--- src/rtl/seq_pattern_gen_pkg.sv ---
// Shared definitions for the serial pattern generator and the sequence detector benches:
// FSM state encoding, default widths and the default pattern.
package seq_pkg;

  typedef enum logic [1:0] {
    IDLE  = 2'd0,
    SHIFT = 2'd1,
    GAP   = 2'd2,
    DONE  = 2'd3
  } seq_state_e;

  localparam int SEQ_PAT_W = 5;
  localparam int SEQ_REP_W = 4;
  localparam int SEQ_GAP_W = 3;

  localparam logic [SEQ_PAT_W-1:0] SEQ_DEF_PAT = 5'b11011;

endpackage

--- src/rtl/seq_pattern_gen_if.sv ---
// Request/stream bundle between a pattern generator and its user.
// The slave side is the generator itself.
interface seq_pattern_gen_if
  import seq_pkg::*;
#(
  parameter int PAT_W = SEQ_PAT_W,
  parameter int REP_W = SEQ_REP_W,
  parameter int GAP_W = SEQ_GAP_W
) ();

  logic             start;
  logic             use_def;
  logic [PAT_W-1:0] pattern;
  logic [REP_W-1:0] repeats;
  logic [GAP_W-1:0] gap;
  logic             hold;
  logic             busy;
  logic             bit_out;
  logic             bit_valid;
  logic             last_bit;
  logic             done;

  modport master (
    output start, use_def, pattern, repeats, gap, hold,
    input  busy, bit_out, bit_valid, last_bit, done
  );

  modport slave (
    input  start, use_def, pattern, repeats, gap, hold,
    output busy, bit_out, bit_valid, last_bit, done
  );

endinterface

--- src/rtl/seq_pattern_gen_piso.sv ---
// Parallel-load, MSB-first shift register. next_msb_o exposes the bit that will sit
// in the MSB after this edge, so the owner can register it alongside its own state.
module seq_piso #(
  parameter int W = 5
) (
  input  logic         clk,
  input  logic         rst,
  input  logic         load_i,
  input  logic         shift_i,
  input  logic         hold_i,
  input  logic [W-1:0] data_i,
  output logic         next_msb_o
);

  logic [W-1:0] sr_q;
  logic [W-1:0] sr_d;

  always_comb begin
    sr_d = sr_q;
    if (hold_i) begin
      sr_d = sr_q;
    end else if (load_i) begin
      sr_d = data_i;
    end else if (shift_i) begin
      sr_d = {sr_q[W-2:0], 1'b0};
    end else begin
      sr_d = sr_q;
    end
  end

  always_ff @(posedge clk) begin
    if (rst) begin
      sr_q <= '0;
    end else begin
      sr_q <= sr_d;
    end
  end

  assign next_msb_o = sr_d[W-1];

endmodule

--- src/rtl/seq_pattern_gen.sv ---
// Serial pattern transmitter: repeats a captured pattern MSB-first with optional
// zero-fill gaps, qualified by bit_valid and flagged on each instance's final bit.
module seq_pattern_gen
  import seq_pkg::*;
#(
  parameter int               PAT_W   = SEQ_PAT_W,
  parameter int               REP_W   = SEQ_REP_W,
  parameter int               GAP_W   = SEQ_GAP_W,
  parameter logic [PAT_W-1:0] DEF_PAT = SEQ_DEF_PAT
) (
  input logic               clk,
  input logic               rst,
  seq_pattern_gen_if.slave  bus
);

  localparam int               IDX_W   = (PAT_W > 1) ? $clog2(PAT_W) : 1;
  localparam logic [IDX_W-1:0] IDX_MAX = IDX_W'(PAT_W - 1);

  // state_q describes the item currently on the outputs; it only moves on advance_s.
  seq_state_e       state_q, state_d;
  logic [IDX_W-1:0] idx_q, idx_d;
  logic [REP_W-1:0] rep_q, rep_d;
  logic [GAP_W-1:0] gap_cfg_q, gap_cfg_d;
  logic [GAP_W-1:0] gcnt_q, gcnt_d;
  logic [PAT_W-1:0] pat_q, pat_d;

  logic             advance_s;
  logic             load_s;
  logic             shift_s;
  logic [PAT_W-1:0] load_data_s;
  logic             next_msb_s;

  logic busy_q, busy_d;
  logic bit_out_q, bit_out_d;
  logic bit_valid_q, bit_valid_d;
  logic last_bit_q, last_bit_d;
  logic done_q, done_d;

  assign advance_s = (state_q == IDLE) || !bus.hold;

  seq_piso #(.W(PAT_W)) u_piso (
    .clk        (clk),
    .rst        (rst),
    .load_i     (load_s),
    .shift_i    (shift_s),
    .hold_i     (!advance_s),
    .data_i     (load_data_s),
    .next_msb_o (next_msb_s)
  );

  always_ff @(posedge clk) begin
    if (rst) begin
      state_q   <= IDLE;
      idx_q     <= '0;
      rep_q     <= '0;
      gap_cfg_q <= '0;
      gcnt_q    <= '0;
      pat_q     <= '0;
    end else begin
      state_q   <= state_d;
      idx_q     <= idx_d;
      rep_q     <= rep_d;
      gap_cfg_q <= gap_cfg_d;
      gcnt_q    <= gcnt_d;
      pat_q     <= pat_d;
    end
  end

  always_comb begin
    state_d     = state_q;
    idx_d       = idx_q;
    rep_d       = rep_q;
    gap_cfg_d   = gap_cfg_q;
    gcnt_d      = gcnt_q;
    pat_d       = pat_q;
    load_s      = 1'b0;
    shift_s     = 1'b0;
    load_data_s = pat_q;
    if (!advance_s) begin
      state_d = state_q;
    end else begin
      case (state_q)
        IDLE: begin
          if (bus.start && (bus.repeats != '0)) begin
            pat_d       = bus.use_def ? DEF_PAT : bus.pattern;
            load_data_s = pat_d;
            load_s      = 1'b1;
            idx_d       = IDX_MAX;
            rep_d       = bus.repeats;
            gap_cfg_d   = bus.gap;
            gcnt_d      = '0;
            state_d     = SHIFT;
          end else begin
            state_d = IDLE;
          end
        end
        SHIFT: begin
          if (idx_q == '0) begin
            rep_d = rep_q - REP_W'(1);
            if (rep_d == '0) begin
              state_d = DONE;
            end else if (gap_cfg_q != '0) begin
              gcnt_d  = gap_cfg_q;
              state_d = GAP;
            end else begin
              idx_d   = IDX_MAX;
              load_s  = 1'b1;
              state_d = SHIFT;
            end
          end else begin
            idx_d   = idx_q - IDX_W'(1);
            shift_s = 1'b1;
          end
        end
        GAP: begin
          if (gcnt_q == GAP_W'(1)) begin
            gcnt_d  = '0;
            idx_d   = IDX_MAX;
            load_s  = 1'b1;
            state_d = SHIFT;
          end else begin
            gcnt_d = gcnt_q - GAP_W'(1);
          end
        end
        DONE: begin
          state_d = IDLE;
        end
        default: begin
          state_d = IDLE;
        end
      endcase
    end
  end

  // Outputs are registered from the upcoming item; a frozen cycle shows only busy.
  always_comb begin
    busy_d      = 1'b0;
    bit_out_d   = 1'b0;
    bit_valid_d = 1'b0;
    last_bit_d  = 1'b0;
    done_d      = 1'b0;
    if (!advance_s) begin
      busy_d = 1'b1;
    end else begin
      case (state_d)
        IDLE: begin
          busy_d = 1'b0;
        end
        SHIFT: begin
          busy_d      = 1'b1;
          bit_valid_d = 1'b1;
          bit_out_d   = next_msb_s;
          last_bit_d  = (idx_d == '0);
        end
        GAP: begin
          busy_d      = 1'b1;
          bit_valid_d = 1'b1;
        end
        DONE: begin
          busy_d = 1'b1;
          done_d = 1'b1;
        end
        default: begin
          busy_d = 1'b0;
        end
      endcase
    end
  end

  always_ff @(posedge clk) begin
    if (rst) begin
      busy_q      <= 1'b0;
      bit_out_q   <= 1'b0;
      bit_valid_q <= 1'b0;
      last_bit_q  <= 1'b0;
      done_q      <= 1'b0;
    end else begin
      busy_q      <= busy_d;
      bit_out_q   <= bit_out_d;
      bit_valid_q <= bit_valid_d;
      last_bit_q  <= last_bit_d;
      done_q      <= done_d;
    end
  end

  assign bus.busy      = busy_q;
  assign bus.bit_out   = bit_out_q;
  assign bus.bit_valid = bit_valid_q;
  assign bus.last_bit  = last_bit_q;
  assign bus.done      = done_q;

endmodule

--- src/flat_wrapper.sv ---
// flat-port wrapper written by rule: the top's interface ports become plain ports
module seq_pattern_gen_flat import seq_pkg::*;
#(
  parameter int               PAT_W   = SEQ_PAT_W,
  parameter int               REP_W   = SEQ_REP_W,
  parameter int               GAP_W   = SEQ_GAP_W,
  parameter logic [PAT_W-1:0] DEF_PAT = SEQ_DEF_PAT
)
  (clk, rst, bus_start, bus_use_def, bus_pattern, bus_repeats, bus_gap, bus_hold, bus_busy, bus_bit_out, bus_bit_valid, bus_last_bit, bus_done);
  seq_pattern_gen_if #(.PAT_W(PAT_W), .REP_W(REP_W), .GAP_W(GAP_W)) bus_i ();
  input logic clk;
  input logic rst;
  input wire logic [$bits(bus_i.start)-1:0] bus_start;
  input wire logic [$bits(bus_i.use_def)-1:0] bus_use_def;
  input wire logic [$bits(bus_i.pattern)-1:0] bus_pattern;
  input wire logic [$bits(bus_i.repeats)-1:0] bus_repeats;
  input wire logic [$bits(bus_i.gap)-1:0] bus_gap;
  input wire logic [$bits(bus_i.hold)-1:0] bus_hold;
  output wire logic [$bits(bus_i.busy)-1:0] bus_busy;
  output wire logic [$bits(bus_i.bit_out)-1:0] bus_bit_out;
  output wire logic [$bits(bus_i.bit_valid)-1:0] bus_bit_valid;
  output wire logic [$bits(bus_i.last_bit)-1:0] bus_last_bit;
  output wire logic [$bits(bus_i.done)-1:0] bus_done;
  assign bus_i.start = bus_start;
  assign bus_i.use_def = bus_use_def;
  assign bus_i.pattern = bus_pattern;
  assign bus_i.repeats = bus_repeats;
  assign bus_i.gap = bus_gap;
  assign bus_i.hold = bus_hold;
  assign bus_busy = bus_i.busy;
  assign bus_bit_out = bus_i.bit_out;
  assign bus_bit_valid = bus_i.bit_valid;
  assign bus_last_bit = bus_i.last_bit;
  assign bus_done = bus_i.done;
  seq_pattern_gen #(.PAT_W(PAT_W), .REP_W(REP_W), .GAP_W(GAP_W), .DEF_PAT(DEF_PAT)) u_core (.clk(clk), .rst(rst), .bus(bus_i));
endmodule
--- config.mk ---
export PLATFORM = sky130hd
export DESIGN_NAME = seq_pattern_gen_flat
export DESIGN_NICKNAME = d
export VERILOG_FILES = /design/src/rtl/seq_pattern_gen_pkg.sv /design/src/rtl/seq_pattern_gen_if.sv /design/src/rtl/seq_pattern_gen_piso.sv /design/src/rtl/seq_pattern_gen.sv /design/src/flat_wrapper.sv
export SDC_FILE = /design/constraint.sdc
export NUM_CORES = 1
export LEC_CHECK = 0
export BUFFER_PORTS_ARGS = -buffer_cell sky130_fd_sc_hd__buf_4
export CAP_MARGIN = 20
export CELL_PAD_IN_SITES_DETAIL_PLACEMENT = 1
export CELL_PAD_IN_SITES_GLOBAL_PLACEMENT = 1
export CORE_MARGIN = 8
export CORE_UTILIZATION = 42
export CTS_CLUSTER_DIAMETER = 120
export DETAILED_ROUTE_END_ITERATION = 6
export GPL_TIMING_DRIVEN = 1
export HOLD_SLACK_MARGIN = 0.1
export PLACE_DENSITY = 0.8
export RECOVER_POWER = 25
export SETUP_SLACK_MARGIN = 0.3
export SYNTH_ARGS = -nofsm -noshare
export SYNTH_HDL_FRONTEND = slang
export SYNTH_SLANG_ARGS = --single-unit
--- constraint.sdc ---
create_clock -name clk -period 3.4 [get_ports clk]
set_clock_uncertainty 0.15 [all_clocks]
set_input_delay 0.34 -clock clk [delete_from_list [all_inputs] [get_ports clk]]
set_output_delay 0.34 -clock clk [all_outputs]
set_load 0.1 [all_outputs]
---- After elaboration in Yosys (flattened, before gate mapping) ----
Cells that the tools add are included.
word-level totals
  input port bits ......................... 17
  register bits ........................... 30
  output and inout bits ................... 5
operators by class
  reduce and logical (&&, ||, !) cells .... 21
  $add $sub $neg .......................... 3
  bitwise gates (word level) .............. 2
  eq/ne operators ......................... 11
  muxes and demuxes ....................... 43
operator list
  cell                   number
  $mux W3                11
  $mux W5                6
  $pmux W3 S3            2
  $mux W1                13
  $mux W2                5
  $eq A2 B2 Y1 const B   4
  $mux W4                2
  $pmux W2 S4            1
  $pmux W4 S2            1
  $logic_not A3 Y1       2
  $reduce_and A6 Y1      1
  $reduce_bool A3 Y1     2
  $reduce_or A3 Y1       2
  $sub A3 B1 Y3 const B  2
  $eq A2 B1 Y1 const B   2
  $logic_not A2 Y1       2
  $logic_not A4 Y1       1
  $ne A2 B1 Y1 const B   2
  $ne A2 B2 Y1 const B   2
  $reduce_and A4 Y1      1
  $reduce_bool A2 Y1     2
  $reduce_bool A4 Y1     1
  $reduce_or A2 Y1       2
  $sub A4 B1 Y4 const B  1
  9 further kinds        10

---- Longest topological paths before layout ----
Gate-level depths: netlist of run 1.
  word-level depth ........................ 10
  mapped depth ............................ 10
  mapped depth without buffers ............ 10

---- Hierarchy ----
Synthesis of run 1 repeated with hierarchy kept, for this count alone.
second synthesis, totals
  cells, all modules ...................... 217
  area, all modules ....................... 1816.7 µm²
by module, submodules not included
  module           cells each  area each (µm²)  seq. area each (µm²)  instances
  seq_pattern_gen  191         1565.3           500.5                 1
  seq_piso         26          251.5            100.1                 1

---- Least setup slack after synthesis of run 1 ----
OpenSTA, ideal clock, no wires.
  path kind ............................... register -> register
  start ................................... register u_core.rep_q[0]
  end ..................................... register u_core.last_bit_q, in the netlist u_core.bus.last_bit
  data arrival time ....................... 2.107 ns
  library setup time ...................... 0.117 ns
  setup slack ............................. 1.026 ns
  buffers on the path ..................... 0
  stages on the path, launching flop included .. 11
  cells stage by stage .................... dfxtp_1 inv_1 ha_1 and4b_1 nor2_1 a31oi_1 a221oi_1 inv_1 ha_1 o2111ai_1 and4bb_1
between the ends
  word-level cells in the longest chain between the ends .. 9
ends and longest elaborated chain
  what                               RTL line                source
  start, declared                    seq_pattern_gen.sv:22   logic [REP_W-1:0] rep_q, rep_d;
  start signal, assigned             seq_pattern_gen.sv:62   rep_q <= rep_d;
  $sub A4 B1 Y4                      seq_pattern_gen.sv:99   rep_d = rep_q - REP_W'(1);
  $logic_not A4 Y1                   seq_pattern_gen.sv:100  if (rep_d == '0) begin
  $mux W2                            seq_pattern_gen.sv:100
  $mux W2                            seq_pattern_gen.sv:98   if (idx_q == '0) begin
  $pmux W2 S4                        seq_pattern_gen.sv:82   case (state_q)
  $mux W2                            seq_pattern_gen.sv:79   if (!advance_s) begin
  net u_core.state_d[0]              seq_pattern_gen.sv:20   seq_state_e state_q, state_d;
  $eq A2 B1 Y1                       seq_pattern_gen.sv:145  case (state_d)
  $not A1 Y1 (no source line)        --
  $reduce_or A3 Y1 (no source line)  --
  end signal, assigned               seq_pattern_gen.sv:181  last_bit_q <= last_bit_d;
  end, declared                      seq_pattern_gen.sv:36   logic last_bit_q, last_bit_d;
The timed path passes the listed nets, and every way through them passes these cells.
A chain may end at the register's enable or synchronous reset.

---- Worst setup path in the final report of run 1 ----
Same ends and word-level chain as after synthesis.

==> results_dict.tcl, run 1 <==
set metrics [dict create \
    place_ws_ns 0.661 \
    p_int_uw 688 \
    antenna_found_initial 0 \
    hold_viol_final 0 \
    portBuffers 21 \
    cts_setup_buffers 0 \
    die_h_um 80.1 \
    grt.total_usage_pct 14.9 \
    async_reset_ff_share_pct 0 \
    die_area_um2 6410 \
    core_um2 3970 \
    min_period_over_period_pct 81.7 \
    antenna_cells 0 \
    slew_viol_final 0 \
    synth_ff_type "dfxtp_1" \
    cp_top_family "compound AO/OA/AOI/OAI gates" \
    r2r_end "u_core.bus.last_bit" \
    p_leak_uw 0.000807 \
    finalCriticalPeriod_ns 2.78 \
    crit_fanout 7 \
    cts_tree "done" \
    wl_mm 4.42 \
    yosysWarnings 0 \
    die_w_um 80.1 \
    critical_path_arrival_ns 2.80 \
    clk-insertion-delay-late_ns 0.28 \
    hold_path.class "input pin to register" \
    power.share.clock_pct 37.5 \
    dp_cells 277 \
    overflow 0 \
    cts_root_buffer "clkbuf_8" \
    yosys.cell_count.top_type "dfxtp_1" \
    outcome "finished clean" \
    clock-sinks 30 \
    startpoint_type "register" \
    worst_pin_slew_ns 1.17 \
    place_congestion 0.804 \
    vias_per_cell 5.49 \
    p_per_area_nw_per_um2 480 \
    wl_per_cell_um 15.6 \
    synth-seq-cells 30 \
    area_growth_pct 17.0 \
    drt_iter0_drc 98 \
    crit_path_cell_trace "inv_1, ha_1, and4b_1, nor2_1, a31oi_1, a221oi_1, inv_1, ha_1, o2111ai_1, and4bb_1" \
    io_pins 22 \
    setup_viol 0 \
    avgSynthCellArea_um2 8.21 \
    comb_power_share_pct 21.8 \
    power_switching_uw 280 \
    maxCapViolCount 0 \
    swShare_pct 28.9 \
    crit_buf_inv 2 \
    hold_start "bus_gap[0]" \
    grt_pass1_wl_mm 7.67 \
    fmax_mhz 360 \
    crit_path_max_incr_delay_ns 0.48 \
    min_path_cells 3 \
    r2r_start "u_core.rep_q[0]" \
    final_nets 264 \
    yosysTopAreaCell "dfxtp_1" \
    fin_area_um2 2020 \
    htreeDepth 2 \
    post-dp-hpwl_mm 3.32 \
    drc 0 \
    clk_pin_slew_ns 0.06 \
    critPathKind "register to register" \
    crit_path_end_kind "register" \
    yosysTopAreaCellShare_pct 34.8 \
    initial_utilization_pct 43.4 \
    slew_headroom_pct 22.4 \
    vias 1558 \
    total_power_uw 967 \
    setup_ws_ns 0.623 \
    cp.required_ns 3.42 \
    synth_area_um2 1720 \
    seqPwrFrac_pct 40.6 \
    cp_slowest_cell "a221oi_1" \
    cts_hold_buf 0 \
    grt_max_degree 29 \
    ant_nets 0 \
    postPlaceCellArea_um2 1930 \
    stdcell_count 284 \
    synthCells 210 \
    grt_pass1_vias 1648 \
    tns_ns 0 \
    ys_top_cells_by_count "30 x dfxtp_1, 26 x nor2_1, 19 x a21oi_1" \
    hold_end "u_core.gap_cfg_q[0]" \
    yosysSeqAreaShare_pct 34.8 \
    cts_buffers 5 \
    irDropWorstVdd_v 0.000229 \
    r2r_setup_slack_ns 0.62 \
    drive_above_1_share_pct 14.1 \
    postCtsResizedCells 0 \
    rr_worst_depth 10 \
    synth_edf_count 0 \
    ys_types 54 \
    synthesis.nets 240 \
    drt_first_pass_iters 4 \
    yosys-top-cells-area "dfxtp_1 35%, ha_1 9.4%, nor2_1 5.7%" \
    grt_setup_unrepaired "false" \
    cts_buffer_depth 2 \
    num_rows 23 \
]
tightest hold or removal path: stages:
cell and delay (ns):
buf_4 0.11, nand2_1 0.04, a21oi_1 0.05
cells by family (layout without fill, tap and decap cells):
kind of cell / count (synthesis) / count (layout) / synth area share (%)
AO/OA/AOI/OAI: 59 / 59 / 21.8
AND/OR/NAND/NOR: 84 / 84 / 26.2
XOR/XNOR: 1 / 1 / 0.508
buffers and inverters: 19 / 43 / 4.64
multiplexers: 4 / 4 / 2.61
adder cells (fa/ha/maj): 13 / 13 / 9.43
flip-flops: 30 / 30 / 34.8
routing by layer:
layer	global-route usage, %	share of wire, %	up-vias
li1	-	-	803
met1	19.8	51	732
met2	22.8	45	18
met3	4.24	3.1	5
met4	4.00	0.86	0
met5	0	0	-
power by group through the flow:
stage | combinational (µW) | clock, µW | sequential (µW)
finish | 211 | 363 | 393
global route | 233 | 385 | 397
CTS | 215 | 372 | 394
detailed placement | 212 | 0 | 401
global placement | 209 | 0 | 400
floorplan | 129 | 0 | 424
how the worst max path moves through the flow:
stage                          from             endpoint  slack (ns)  cells past startpoint
floorplan           u_core.rep_q[0]  u_core.bus.last_bit        1.03                     10
global route        u_core.rep_q[1]  u_core.bus.last_bit        0.44                     10
CTS                 u_core.rep_q[0]  u_core.bus.last_bit        0.63                     10
detailed placement  u_core.rep_q[0]  u_core.bus.last_bit        0.66                     10
finish              u_core.rep_q[0]  u_core.bus.last_bit        0.62                     10
global placement    u_core.rep_q[0]  u_core.bus.last_bit        0.80                     10
registers in the layout, summed over array words and instances (netlist names):
name,count
u_core.gap_cfg_q,3
u_core.bus.last_bit,1
u_core.rep_q,4
u_core.bus.busy,1
u_core.pat_q,5
u_core.u_piso.sr_q,5
u_core.bus.bit_out,1
u_core.state_q,2
u_core.idx_q,3
u_core.gcnt_q,3
u_core.bus.bit_valid,1
u_core.bus.done,1
cell type report:
cell class                 instances  area (µm²)
clock buffer                       6        82.6
tap                               50        62.6
multi-input combinational        161        1040
sequential                        30         601
fill                             494        1950
timing repair buffer              23         154
clock inverter                     1        30.0
inverter                          13        48.8
metrics by stage:
step	hold WS [ns]	util, %
2_1_floorplan	0.290	-
4_1_cts	0.150	51.4
6_report	0.155	50.8
3_5_place_dp	0.310	48.6
3_3_place_gp	0.304	48.6
5_1_grt	0.165	50.8
layout by cell type, fill, tap and decap left out, types with 2 or more instances in the layout:
cell type and n:
a211oi_1 3, a21oi_1 19, a32oi_1 3, and2_1 2
buf_4 18, clkbuf_1 5, clkbuf_8 6, dfxtp_1 30
ha_1 13, inv_1 12, mux2_2 4, nand2_1 15
nand2b_1 7, nor2_1 27, nor2b_1 3, nor3_1 7
nor3b_1 2, nor4_1 2, o21ai_0 16, o31ai_1 2
or3_1 7
Power figures use the tool's default switching activity.
==> run 2: changes to the inputs <==
- ABC_AREA: unset -> 1
- CORE_UTILIZATION: 42 -> 37
- PLACE_DENSITY: 0.8 -> 0.76
- clock period: 3.4 -> 2.5 ns (I/O delays scaled with it)
==> run 2 against run 1 <==
Against the previous run: cell area is 7.8% higher; count of clock-buffer cells in the layout unchanged; die area increased by 14%; utilization decreased by 4.5 points; synthesized cell count grew 19%; critical path depth grew 1; critical endpoint is now u_core.bus.bit_valid.
==> results_dict.tcl, run 2 <==
set metrics [dict create \
    outcome "finished clean" \
    r2r_setup_slack_ns 0.37 \
    num_rows 25 \
    cp.depth 11 \
    synth-seq-cells 30 \
    crit_fanout 10 \
    vias 1646 \
    rr_worst_depth 11 \
    post-dp-hpwl_mm 3.47 \
    vias_per_cell 4.93 \
    critical_path_arrival_ns 2.16 \
    yosysWarnings 0 \
    async_reset_ff_share_pct 0 \
    grt_pass1_wl_mm 7.87 \
    p_per_area_nw_per_um2 715 \
    crit_path_cell_trace "inv_1, ha_1, nand2_2, inv_2, nand2_4, o21ai_2, a21boi_2, buf_4, ha_1, inv_1, nor2_1" \
    hold_viol_final 0 \
    comb_power_share_pct 36.5 \
    cts_tree "done" \
    final_common_cell "nand2_1" \
    portBuffers 21 \
    dp_cells 321 \
    yosysTopAreaCellShare_pct 33.5 \
    grt_pass1_vias 1701 \
    crit_path_end_kind "register" \
    slew_viol_final 0 \
    startpoint_type "register" \
    ant_nets 0 \
    p_leak_uw 0.000981 \
    cp_slowest_cell "dfxtp_4" \
    ys_top_cells_by_count "56 x nand2_1, 31 x nor2_1, 30 x dfxtp_1" \
    drive_above_1_share_pct 27.9 \
    reg_top3 "u_core.pat_q: 5 flops, u_core.u_piso.sr_q: 5 flops, u_core.rep_q: 4 flops" \
    antenna_cells 0 \
    grt_max_degree 22 \
    clk-insertion-delay-late_ns 0.28 \
    overflow 0 \
    min_period_over_period_pct 85.4 \
    area_growth_pct 21.4 \
    yosysTopAreaCell "dfxtp_1" \
    cts_buffer_depth 2 \
    power.share.clock_pct 26.4 \
    drc 0 \
    synth_ff_type "dfxtp_1" \
    power_switching_uw 602 \
    synth_area_um2 1790 \
    mostFrequentLayoutCells "52 x nand2_1, 29 x nor2_1, 27 x dfxtp_1, 25 x inv_1, 20 x buf_4" \
    irDropWorstVdd_v 0.000516 \
    yosysSeqAreaShare_pct 33.5 \
    core_um2 4690 \
    avgSynthCellArea_um2 7.19 \
    min_path_cells 3 \
    die_area_um2 7320 \
    die_w_um 85.6 \
    initial_utilization_pct 38.2 \
    grt_setup_unrepaired "false" \
    final_nets 309 \
    critPathKind "register to register" \
    htreeDepth 2 \
    ys_types 33 \
    cts_buffers 5 \
    n_fill_cell 614 \
    crit_buf_inv 4 \
    worst_pin_slew_ns 1.18 \
    cp_top_family "adder cells" \
    p_int_uw 952 \
    swShare_pct 38.7 \
    hold_path.class "input pin to register" \
    synth_edf_count 0 \
    crit_path_max_incr_delay_ns 0.37 \
    setup_ws_ns 0.366 \
    cp.required_ns 2.53 \
    synthCells 249 \
    drt_first_pass_iters 4 \
    antenna_found_initial 0 \
    yosys.cell_count.top_type "nand2_1" \
    synthesis.nets 279 \
    seqPwrFrac_pct 37.1 \
    wl_per_cell_um 13.6 \
    maxCapViolCount 0 \
    hold-worst-slack_ns 0.115 \
    clk_pin_slew_ns 0.07 \
    fmax_mhz 469 \
    slew_headroom_pct 22.0 \
    total_power_uw 1550 \
    stdcell_count 334 \
    io_pins 22 \
    wl_mm 4.55 \
    clock-sinks 30 \
    place_ws_ns 0.243 \
    die_h_um 85.6 \
    grt.total_usage_pct 13.4 \
    place_congestion 0.880 \
    tns_ns 0 \
    finalCriticalPeriod_ns 2.13 \
    yosys-top-cells-area "dfxtp_1 34%, nand2_1 12%, ha_1 9.1%" \
    setup_viol 0 \
    drt_iter0_drc 50 \
    cts_root_buffer "clkbuf_8" \
]
## run 2: cell types whose count changed after synthesis, sizes merged, moves of 3 or more
cell	change
nand3	+15
inv	+23
nor2	+7
nor3	-7
a32oi	-3
mux2	-4
or3	-7
nor2b	-3
nor4	-3
nand2b	-7
nand2	+53
## run 2: tightest hold or removal path, cell delays in order
cell and delay [ns]:
buf_4 0.07, o21ai_0 0.08, a21oi_1 0.10
## run 2: metal layers
| metal | part of all wire (%) | wire (µm) | GRT usage (%) |
|---|---|---|---|
| met5 | 0 | 0 | 0 |
| met4 | 2.2 | 99 | 6.05 |
| met3 | 3.0 | 136 | 3.34 |
| met2 | 47 | 2140 | 21.8 |
| met1 | 48 | 2170 | 16.3 |
## run 2: cell type report
class | instances | area (µm²) | area share (%)
clock inverters | 2 | 12.5 | 0.576
clock buffers | 6 | 82.6 | 3.80
flip-flops and latches | 30 | 607 | 27.9
inverters | 35 | 141 | 6.51
multi-input cells | 181 | 1080 | 49.9
well taps | 54 | 67.6 | 3.11
repair buffers | 26 | 179 | 8.23
## run 2: per-stage QoR
stage                     instance area, µm²  util, %
after floorplan                         1790        -
after global placement                  2000     42.7
after detailed placement                2000     42.7
after CTS                               2140     45.5
after global routing                    2170     46.3
final                                   2170     46.3
## run 2: final timing paths
path                           to               from
max          u_core.bus.bit_valid  u_core.state_q[0]
min           u_core.gap_cfg_q[1]         bus_gap[1]
min reg2reg       u_core.rep_q[2]    u_core.rep_q[2]
max reg2reg  u_core.bus.bit_valid  u_core.state_q[0]
## run 2: cells by family after synthesis
| logic type | after synthesis | synth area share [%] |
|---|---|---|
| compound gates | 47 | 16.6 |
| xor+xnor | 2 | 0.979 |
| fa+ha+maj | 13 | 9.08 |
| buf+inv | 38 | 8.46 |
| flops | 30 | 33.5 |
| simple gates | 119 | 31.3 |
## run 2: power by group through the flow
stage	logic [µW]	registers [µW]	clock network, µW
floorplan	348	640	0
global placement	528	581	0
detailed placement	537	584	0
CTS	553	574	425
global route	638	583	445
finish	567	576	410
## run 2: what timing repair did
| item | CTS | global route |
|---|---|---|
| gates cloned | 0 | 0 |
| hold buffers | 1 | 0 |
| gates resized for setup | 5 | 17 |
| setup buffers | 2 | 2 |
| pin swaps | 3 | 6 |
| endpoints found under the hold margin | 1 | 0 |
| endpoints found under the setup margin | 2 | 5 |
